===== src/rtl/branch_predictor_if.sv =====
// Fetch-side prediction and execute-side resolution/recovery signals of the branch predictor.
interface branch_predictor_if;
  logic        enable;
  logic [11:0] instr_add;
  logic        is_branch_predict;
  logic [11:0] branch_predict_add;
  logic        resolve_valid;
  logic [11:0] resolve_add;
  logic        resolve_taken;
  logic [11:0] resolve_target;
  logic        resolve_pred_taken;
  logic [11:0] resolve_pred_target;
  logic        is_branch_hazard_stall;
  logic [11:0] branch_hazard_instr_add;
  logic [15:0] mispredict_count;

  modport master (
    output enable, instr_add,
    output resolve_valid, resolve_add, resolve_taken, resolve_target,
    output resolve_pred_taken, resolve_pred_target,
    input  is_branch_predict, branch_predict_add,
    input  is_branch_hazard_stall, branch_hazard_instr_add, mispredict_count
  );

  modport slave (
    input  enable, instr_add,
    input  resolve_valid, resolve_add, resolve_taken, resolve_target,
    input  resolve_pred_taken, resolve_pred_target,
    output is_branch_predict, branch_predict_add,
    output is_branch_hazard_stall, branch_hazard_instr_add, mispredict_count
  );
endinterface


===== src/rtl/branch_predictor.sv =====
// Direct-mapped BTB with 2-bit saturating counters; predicts fetch redirects and
// raises a held recovery request on a mispredicted branch resolution.
//
// state      | meaning
// ST_IDLE    | no recovery outstanding, resolves are accepted
// ST_PENDING | recovery requested, held until an enabled edge; resolves ignored
module branch_predictor #(
  parameter int ENTRIES = 16
) (
  input  logic              clock,
  input  logic              reset,
  branch_predictor_if.slave bp
);
  localparam int IDX_W = $clog2(ENTRIES);
  localparam int TAG_W = 12 - IDX_W;

  typedef enum logic {ST_IDLE, ST_PENDING} state_t;

  state_t state_q, state_d;

  logic [ENTRIES-1:0] valid_q;
  logic [TAG_W-1:0]   tag_q    [ENTRIES];
  logic [11:0]        target_q [ENTRIES];
  logic [1:0]         ctr_q    [ENTRIES];

  logic [11:0] hazard_add_q;
  logic [15:0] count_q;

  logic [IDX_W-1:0] f_idx, r_idx;
  logic [TAG_W-1:0] f_tag, r_tag;
  logic             f_hit, r_hit;
  logic             accept, mispredict;

  // Lookup reads only the registered table, so a same-cycle update is not visible.
  assign f_idx = bp.instr_add[IDX_W-1:0];
  assign f_tag = bp.instr_add[11:IDX_W];
  assign f_hit = valid_q[f_idx] && (tag_q[f_idx] == f_tag);

  assign bp.is_branch_predict  = bp.enable && f_hit && ctr_q[f_idx][1];
  assign bp.branch_predict_add = bp.is_branch_predict ? target_q[f_idx] : 12'h000;

  assign r_idx = bp.resolve_add[IDX_W-1:0];
  assign r_tag = bp.resolve_add[11:IDX_W];
  assign r_hit = valid_q[r_idx] && (tag_q[r_idx] == r_tag);

  assign accept     = bp.resolve_valid && (state_q == ST_IDLE);
  assign mispredict = (bp.resolve_pred_taken != bp.resolve_taken) ||
                      (bp.resolve_pred_taken && bp.resolve_taken &&
                       (bp.resolve_pred_target != bp.resolve_target));

  always_ff @(posedge clock or posedge reset) begin
    if (reset) begin
      state_q <= ST_IDLE;
    end else begin
      state_q <= state_d;
    end
  end

  always_comb begin
    state_d = state_q;
    case (state_q)
      ST_IDLE:    if (accept && mispredict) state_d = ST_PENDING;
      ST_PENDING: if (bp.enable)            state_d = ST_IDLE;
      default:                              state_d = ST_IDLE;
    endcase
  end

  always_comb begin
    bp.is_branch_hazard_stall = (state_q == ST_PENDING);
  end

  assign bp.branch_hazard_instr_add = hazard_add_q;
  assign bp.mispredict_count        = count_q;

  always_ff @(posedge clock or posedge reset) begin
    if (reset) begin
      hazard_add_q <= 12'h000;
      count_q      <= 16'h0000;
    end else if (accept && mispredict) begin
      hazard_add_q <= bp.resolve_taken ? bp.resolve_target : bp.resolve_add + 12'd1;
      if (count_q != 16'hFFFF) count_q <= count_q + 16'd1;
    end
  end

  // Taken misses allocate weakly-taken; not-taken misses leave the table alone.
  always_ff @(posedge clock or posedge reset) begin
    if (reset) begin
      valid_q <= '0;
      for (int i = 0; i < ENTRIES; i++) begin
        tag_q[i]    <= '0;
        target_q[i] <= 12'h000;
        ctr_q[i]    <= 2'b00;
      end
    end else if (accept) begin
      if (r_hit) begin
        if (bp.resolve_taken) begin
          if (ctr_q[r_idx] != 2'b11) ctr_q[r_idx] <= ctr_q[r_idx] + 2'd1;
          target_q[r_idx] <= bp.resolve_target;
        end else if (ctr_q[r_idx] != 2'b00) begin
          ctr_q[r_idx] <= ctr_q[r_idx] - 2'd1;
        end
      end else if (bp.resolve_taken) begin
        valid_q[r_idx]  <= 1'b1;
        tag_q[r_idx]    <= r_tag;
        target_q[r_idx] <= bp.resolve_target;
        ctr_q[r_idx]    <= 2'b10;
      end
    end
  end
endmodule


===== src/flat_wrapper.sv =====
// flat-port wrapper written by rule: the top's interface ports become plain ports
module branch_predictor_flat 
#(
  parameter int ENTRIES = 16
)
  (clock, reset, bp_enable, bp_instr_add, bp_resolve_valid, bp_resolve_add, bp_resolve_taken, bp_resolve_target, bp_resolve_pred_taken, bp_resolve_pred_target, bp_is_branch_predict, bp_branch_predict_add, bp_is_branch_hazard_stall, bp_branch_hazard_instr_add, bp_mispredict_count);
  branch_predictor_if bp_i ();
  input  logic clock;
  input  logic reset;
  input wire logic [$bits(bp_i.enable)-1:0] bp_enable;
  input wire logic [$bits(bp_i.instr_add)-1:0] bp_instr_add;
  input wire logic [$bits(bp_i.resolve_valid)-1:0] bp_resolve_valid;
  input wire logic [$bits(bp_i.resolve_add)-1:0] bp_resolve_add;
  input wire logic [$bits(bp_i.resolve_taken)-1:0] bp_resolve_taken;
  input wire logic [$bits(bp_i.resolve_target)-1:0] bp_resolve_target;
  input wire logic [$bits(bp_i.resolve_pred_taken)-1:0] bp_resolve_pred_taken;
  input wire logic [$bits(bp_i.resolve_pred_target)-1:0] bp_resolve_pred_target;
  output wire logic [$bits(bp_i.is_branch_predict)-1:0] bp_is_branch_predict;
  output wire logic [$bits(bp_i.branch_predict_add)-1:0] bp_branch_predict_add;
  output wire logic [$bits(bp_i.is_branch_hazard_stall)-1:0] bp_is_branch_hazard_stall;
  output wire logic [$bits(bp_i.branch_hazard_instr_add)-1:0] bp_branch_hazard_instr_add;
  output wire logic [$bits(bp_i.mispredict_count)-1:0] bp_mispredict_count;
  assign bp_i.enable = bp_enable;
  assign bp_i.instr_add = bp_instr_add;
  assign bp_i.resolve_valid = bp_resolve_valid;
  assign bp_i.resolve_add = bp_resolve_add;
  assign bp_i.resolve_taken = bp_resolve_taken;
  assign bp_i.resolve_target = bp_resolve_target;
  assign bp_i.resolve_pred_taken = bp_resolve_pred_taken;
  assign bp_i.resolve_pred_target = bp_resolve_pred_target;
  assign bp_is_branch_predict = bp_i.is_branch_predict;
  assign bp_branch_predict_add = bp_i.branch_predict_add;
  assign bp_is_branch_hazard_stall = bp_i.is_branch_hazard_stall;
  assign bp_branch_hazard_instr_add = bp_i.branch_hazard_instr_add;
  assign bp_mispredict_count = bp_i.mispredict_count;
  branch_predictor #(.ENTRIES(ENTRIES)) u_core (.clock(clock), .reset(reset), .bp(bp_i));
endmodule

===== config.mk =====
export PLATFORM = sky130hd
export DESIGN_NAME = branch_predictor_flat
export DESIGN_NICKNAME = d
export VERILOG_FILES = /design/src/rtl/branch_predictor_if.sv /design/src/rtl/branch_predictor.sv /design/src/flat_wrapper.sv
export SDC_FILE = /design/constraint.sdc
export NUM_CORES = 1
export LEC_CHECK = 0
export ABC_AREA = 1
export BUFFER_PORTS_ARGS = -buffer_cell sky130_fd_sc_hd__buf_2
export CORE_MARGIN = 8
export CORE_UTILIZATION = 42
export CTS_CLUSTER_DIAMETER = 150
export DETAILED_ROUTE_END_ITERATION = 8
export GPL_TIMING_DRIVEN = 0
export MAX_ROUTING_LAYER = met4
export PLACE_DENSITY = 0.55
export SLEW_MARGIN = 15
export SYNTH_ARGS = -nofsm -noshare
export SYNTH_HDL_FRONTEND = slang
export SYNTH_SLANG_ARGS = --single-unit

===== constraint.sdc =====
create_clock -name clock -period 36.6 [get_ports clock]
set_input_delay 5.49 -clock clock [delete_from_list [all_inputs] [get_ports clock]]
set_output_delay 5.49 -clock clock [all_outputs]
set_load 0.02 [all_outputs]

# Word-level counts from Yosys, hierarchy flattened
# Index checks and enable logic that the tools add are counted.
# word_totals
latchBits	0
memories	0
rom_bits	0
regBits	397
ram_bits	0
# classes
mux	41
n_mul	0
shift	0
n_div	0
n_addsub	4
n_reduce_logical	18
n_eq_ne	7
order_cmp	6
n_bitwise	8
# ops
operator	count
$bwmux 192	1
$mux 32	5
$bwmux 128	1
$bmux 8 s4	2
$bwmux 32	2
$mux 12	5
$bmux 12 s4	1
$demux 12 s4	1
$mux 8	5
$demux 8 s4	1
$or 16x16->16	2
$add 16x1->16 const B	1
$and 16x16->16	1
$bmux 2 s4	2
$eq 8x8->1	2
$ne 16x16->1 const B	1
$not 16->16	1
$add 12x1->12 const B	1
$ne 12x12->1	1
$ge 5x5->1 const B	2
$logic_and 1x1->1	10
$lt 4x5->1 const B	2
$mux 2	5
$not 4->5	2
18 further kinds	27

# Depth between registers and ports, before layout
# depth
ltp_word	9
ltp_mapped	19
ltp_nobuf	16

# Least setup slack after synthesis
# OpenSTA, ideal clock, no wires.
# synth_timing
path_type	input-to-output
startpoint	input bp_instr_add[0]
endpoint	output bp_branch_predict_add[10]
arrival_ns	7.510
cell_stages	11
t_required_ns	31.110
slack_ns	23.600
cell_sequence	clkbuf_1 > buf_2 > buf_2 > clkbuf_1 > clkbuf_1 > a21oi_1 > o21ai_0 > nand2_1 > o221ai_1 > nand2_1 > nor3_1
# synth_between
elab_chain_cells	9
elab_cells_between_ends	17
classes_between	1 x eq/ne; 12 x mux; 1 x bitwise; 3 x reduce/logical
# synth_lines
element	line_no	source
from (decl)	flat_wrapper.sv:11	input wire logic [$bits(bp_i.instr_add)-1:0] bp_instr_add;
$not 4->5 (not written as such)	branch_predictor.sv:37, branch_predictor.sv:39, branch_predictor.sv:40	
$bmux 8 s4	branch_predictor.sv:37	assign f_hit = valid_q[f_idx] && (tag_q[f_idx] == f_tag);
$mux 8 (not written as such) (2 in a row)	branch_predictor.sv:37	
$eq 8x8->1	branch_predictor.sv:37	
$logic_and 1x1->1	branch_predictor.sv:37	
$logic_and 1x1->1 (2 in a row)	branch_predictor.sv:39	assign bp.is_branch_predict = bp.enable && f_hit && ctr_q[f_idx][1];
$mux 12 *	branch_predictor.sv:40	assign bp.branch_predict_add = bp.is_branch_predict ? target_q[f_idx] : 12'h000;
to (decl)	flat_wrapper.sv:19	output wire logic [$bits(bp_i.branch_predict_add)-1:0] bp_branch_predict_add;
# Every way passes the cells marked *; elsewhere a longest branch is shown, timed or not. The select of a mux whose other input is x is not followed.

# Worst setup path after layout
# layout_timing
startpoint	input bp_instr_add[1]
endpoint	output bp_branch_predict_add[7]
# The elaborated chain is that of the path after synthesis.

==> results.yml <==
detailed_routing:
  drc: 0
  drt_iter0_markers: 2389
  vias: 20160
  dr.pass1.iters: 6
  via_per_inst: 5.640
  post_drt_wl_per_cell_um: 23.40
  ant_nets: 0
  drt-total-wl_mm: 83.63
synthesis:
  syn_area_mm2: 0.02116
  syn_avg_cell_area_um2: 7.763
  seq_area_frac_synth_pct: 46.95
  yosys_warnings: 0
  ys_types: 37
  ys_seq_elements: 397
  synth-xor-area-share_pct: 1.573
  syn-num-nets: 2788
  synth_compound_area_share_pct: 16.37
  synthSimpleGateAreaFrac_pct: 21.22
  muxShareOfSynthArea_pct: 4.257
  synth_top_family_by_area: "simple AND/OR/NAND/NOR gates"
  synth_cells: 2726
  synthAdderAreaFrac_pct: 0.4730
timing:
  setup_viol: 0
  timing.setup.tns_ns: 0
  post-route-min-period_ns: 14.52
  relSlewSlack_pct: 18.68
  fin_crit_sh_pct: 39.67
  fin_skew_ns: 0.02935
  worstMarginPinSlew_ns: 1.215
  setup_ws_ns: 22.08
  hold_viol_final: 0
  grt_setup_unrepaired: "no"
  clock.fmax_mhz: 68.87
  slew_viol_final: 0
power_and_ir_drop:
  power.leakage_nw: 11.37
  pwr-share-clk_pct: 35.3
  switching_share_pct: 32.49
  peakVddDrop_v: 0.00003460
  pwr-share-seq_pct: 44.3
  intPower_w: 0.0008816
  power_density_mw_per_mm2: 54.19
  p_total_w: 0.001306
  switchingPower_w: 0.0004242
  combPwrFrac_pct: 20.4
floorplan:
  dieHeight_um: 240.5
  dieArea_mm2: 0.05782
  coreArea_mm2: 0.04997
  num_rows: 82
  start_util_pct: 42.35
  dieWidth_um: 240.5
  ios: 96
cts:
  post_cts_buffers: 0
  clock-sinks: 397
  clockBufferDepth: 3
  post_cts_resized: 0
  clk_pin_slew_ns: 0.06
  holdBufCountCts: 0
  tritoncts: "built"
  ctsHtreeMaxLevel: 2
  cts_buffers: 46
  clkLatencyLatePin_ns: 0.61
  cts-root-buf: "clkbuf_16"
grt:
  grt.overflow.total: 0
  grt_pass1_vias: 19370
  grt_pass1_wl_mm: 124.9
  grt_usage_pct: 29.57
  grt_start_max_net_pins: 109
  antenna_found_initial: 2
setup_path:
  path_cells: "buf_2, clkinv_1, clkbuf_1, a21oi_1, o31ai_1, nand2_1, nand3_1, nand3_1, nor2_1, nand3_1, buf_1, nor3_1, buf_2"
  cp_data_arrival_time_ns: 9.03
  cp-end-kind: "output pin"
  critPathMaxFanout: 10
  cpPeakStageDelay_ns: 0.65
  cpMostUsedCell: "nand3_1"
  crit_path_top_delay_cell: "clkbuf_1"
  startpoint_type: "primary input"
  required_ns: 31.11
  critical_path_class: "in2out"
placement:
  dp.final_hpwl_mm: 61.00
  gp_congestion: 0.9849
  io_buffer_count: 83
  place_ws_ns: 22.31
worst_hold_path:
  hp-class: "reg2reg"
finish:
  drive_gt1_share_pct: 11.44
  final_util_pct: 48.23
  area_growth_pct: 13.87
  nets: 2926
job:
  max_cap_violations: 0
outcome:
  outcome: "complete, no violations"
==> stage by stage <==
stage               area (um2)  hold WS (ns)  cells
floorplan                21160        0.4366   2726
global placement         22420        0.4531   3481
detailed placement       22580        0.4535   3488
CTS                      24090        0.4684   3573
global route             24100        0.4909   3574
finish                   24100        0.4711   3574
==> state kept, by name (all words and copies together), names as in the netlist <==
| name | count |
|---|---|
| u_core.target_q | 192 |
| u_core.tag_q | 128 |
| u_core.ctr_q | 32 |
| u_core.bp.mispredict_count | 16 |
| u_core.valid_q | 16 |
| u_core.bp.branch_hazard_instr_add | 12 |
| u_core.bp.is_branch_hazard_stall | 1 |
==> cells by family after synthesis <==
kind of cell,count (synthesis)
fa+ha+maj,8
xor+xnor,38
simple gates,1063
buf+inv,474
flops,397
compound gates,666
mux,80
==> power groups by stage <==
stage	clock network [W]	registers [W]	logic, W
finish	0.000461	0.000579	0.000266
global route	0.000485	0.000588	0.000298
CTS	0.000467	0.000578	0.000263
detailed placement	0	0.000584	0.000262
global placement	0	0.000583	0.000255
floorplan	0	0.000579	0.000172
==> final timing paths <==
path	endpoint	depth (start not counted)	start	slack, ns
worst min-delay path	u_core.ctr_q[21]$_DFFE_PP0P_	2	u_core.ctr_q[21]$_DFFE_PP0P_	0.47
worst max-delay path	bp_branch_predict_add[7]	13	bp_instr_add[1]	22.08
max in group asynchronous	u_core.bp.mispredict_count[8]$_DFFE_PP0P_	5	reset	30.06
min in group asynchronous	u_core.target_q[177]$_DFFE_PP0P_	2	reset	4.88
worst min register to register	u_core.ctr_q[21]$_DFFE_PP0P_	2	u_core.ctr_q[21]$_DFFE_PP0P_	0.47
worst max register to register	u_core.tag_q[95]$_DFFE_PP0P_	10	u_core.bp.is_branch_hazard_stall$_DFF_PP0_	33.22
==> cell usage in the layout, fill, tap and decap left out, drive strengths merged <==
cell type / count
nand2: 670
o21ai: 433
dfrtp: 397
inv: 276
clkbuf: 190
a21oi: 180
nand3: 175
buf: 162
nor2: 141
mux2: 80
nand4: 45
o211ai: 31
nor3: 26
xnor2: 20
clkinv: 20
xor2: 18
ha: 8
o31ai: 6
o22ai: 6
o221ai: 6
nor4: 3
a31oi: 3
diode: 1
a22o: 1
or2: 1
nor3b: 1
nand3b: 1
clkinvlp: 1
==> critical path, delay by kind of cell <==
kind	cells	cell delay (ns)
compound gates	2	0.61
simple gates	6	1.28
buf+inv	5	1.62
==> per-layer routing <==
| layer | up-vias | part of all wire, % | GRT usage [%] |
|---|---|---|---|
| met2 | 948 | 45 | 44.78 |
| met4 | 0 | 4.5 | 12.81 |
| li1 | 9206 | - | - |
| met5 | - | 0 | - |
| met1 | 9791 | 43 | 39.19 |
| met3 | 213 | 7.5 | 4.515 |
==> synthesized netlist by cell type <==
master	count	area (um2)
a21oi_1	180	900.9
a22o_1	1	8.760
a31oi_1	3	18.77
buf_1	9	33.78
buf_12	1	20.02
buf_2	47	235.2
buf_4	8	60.06
buf_6	7	78.83
clkbuf_1	120	450.4
clkinv_1	6	22.52
dfrtp_1	397	9935
ha_1	8	100.1
inv_1	273	1025
inv_2	2	7.510
inv_4	1	6.260
mux2_2	80	900.9
nand2_1	661	2481
nand2_4	9	101.4
nand3_1	174	870.8
nand3_4	1	17.52
nand3b_1	1	7.510
nand4_1	45	281.5
nor2_1	137	514.2
nor2_4	3	33.78
nor2_8	1	20.02
nor3_1	26	130.1
nor3b_1	1	7.510
nor4_1	3	18.77
o211ai_1	31	232.7
o21ai_0	420	2102
o21ai_1	13	65.06
o221ai_1	6	52.55
o22ai_1	6	37.54
o31ai_1	6	45.04
or2_2	1	6.260
xnor2_1	20	175.2
xor2_1	18	157.7
==> cell type report <==
| cell class | instances | area [um2] |
|---|---|---|
| inverters | 282 | 1069 |
| clock inverters | 15 | 131.4 |
| well taps | 672 | 840.8 |
| clock buffers | 70 | 1383 |
| multi-input cells | 1855 | 9310 |
| flip-flops and latches | 397 | 9935 |
| plain buffers | 192 | 878.3 |
| repair buffers | 90 | 548.0 |
| fillers | 5025 | 25870 |
| diodes | 1 | 2.502 |
Power figures use the tool's default switching activity.
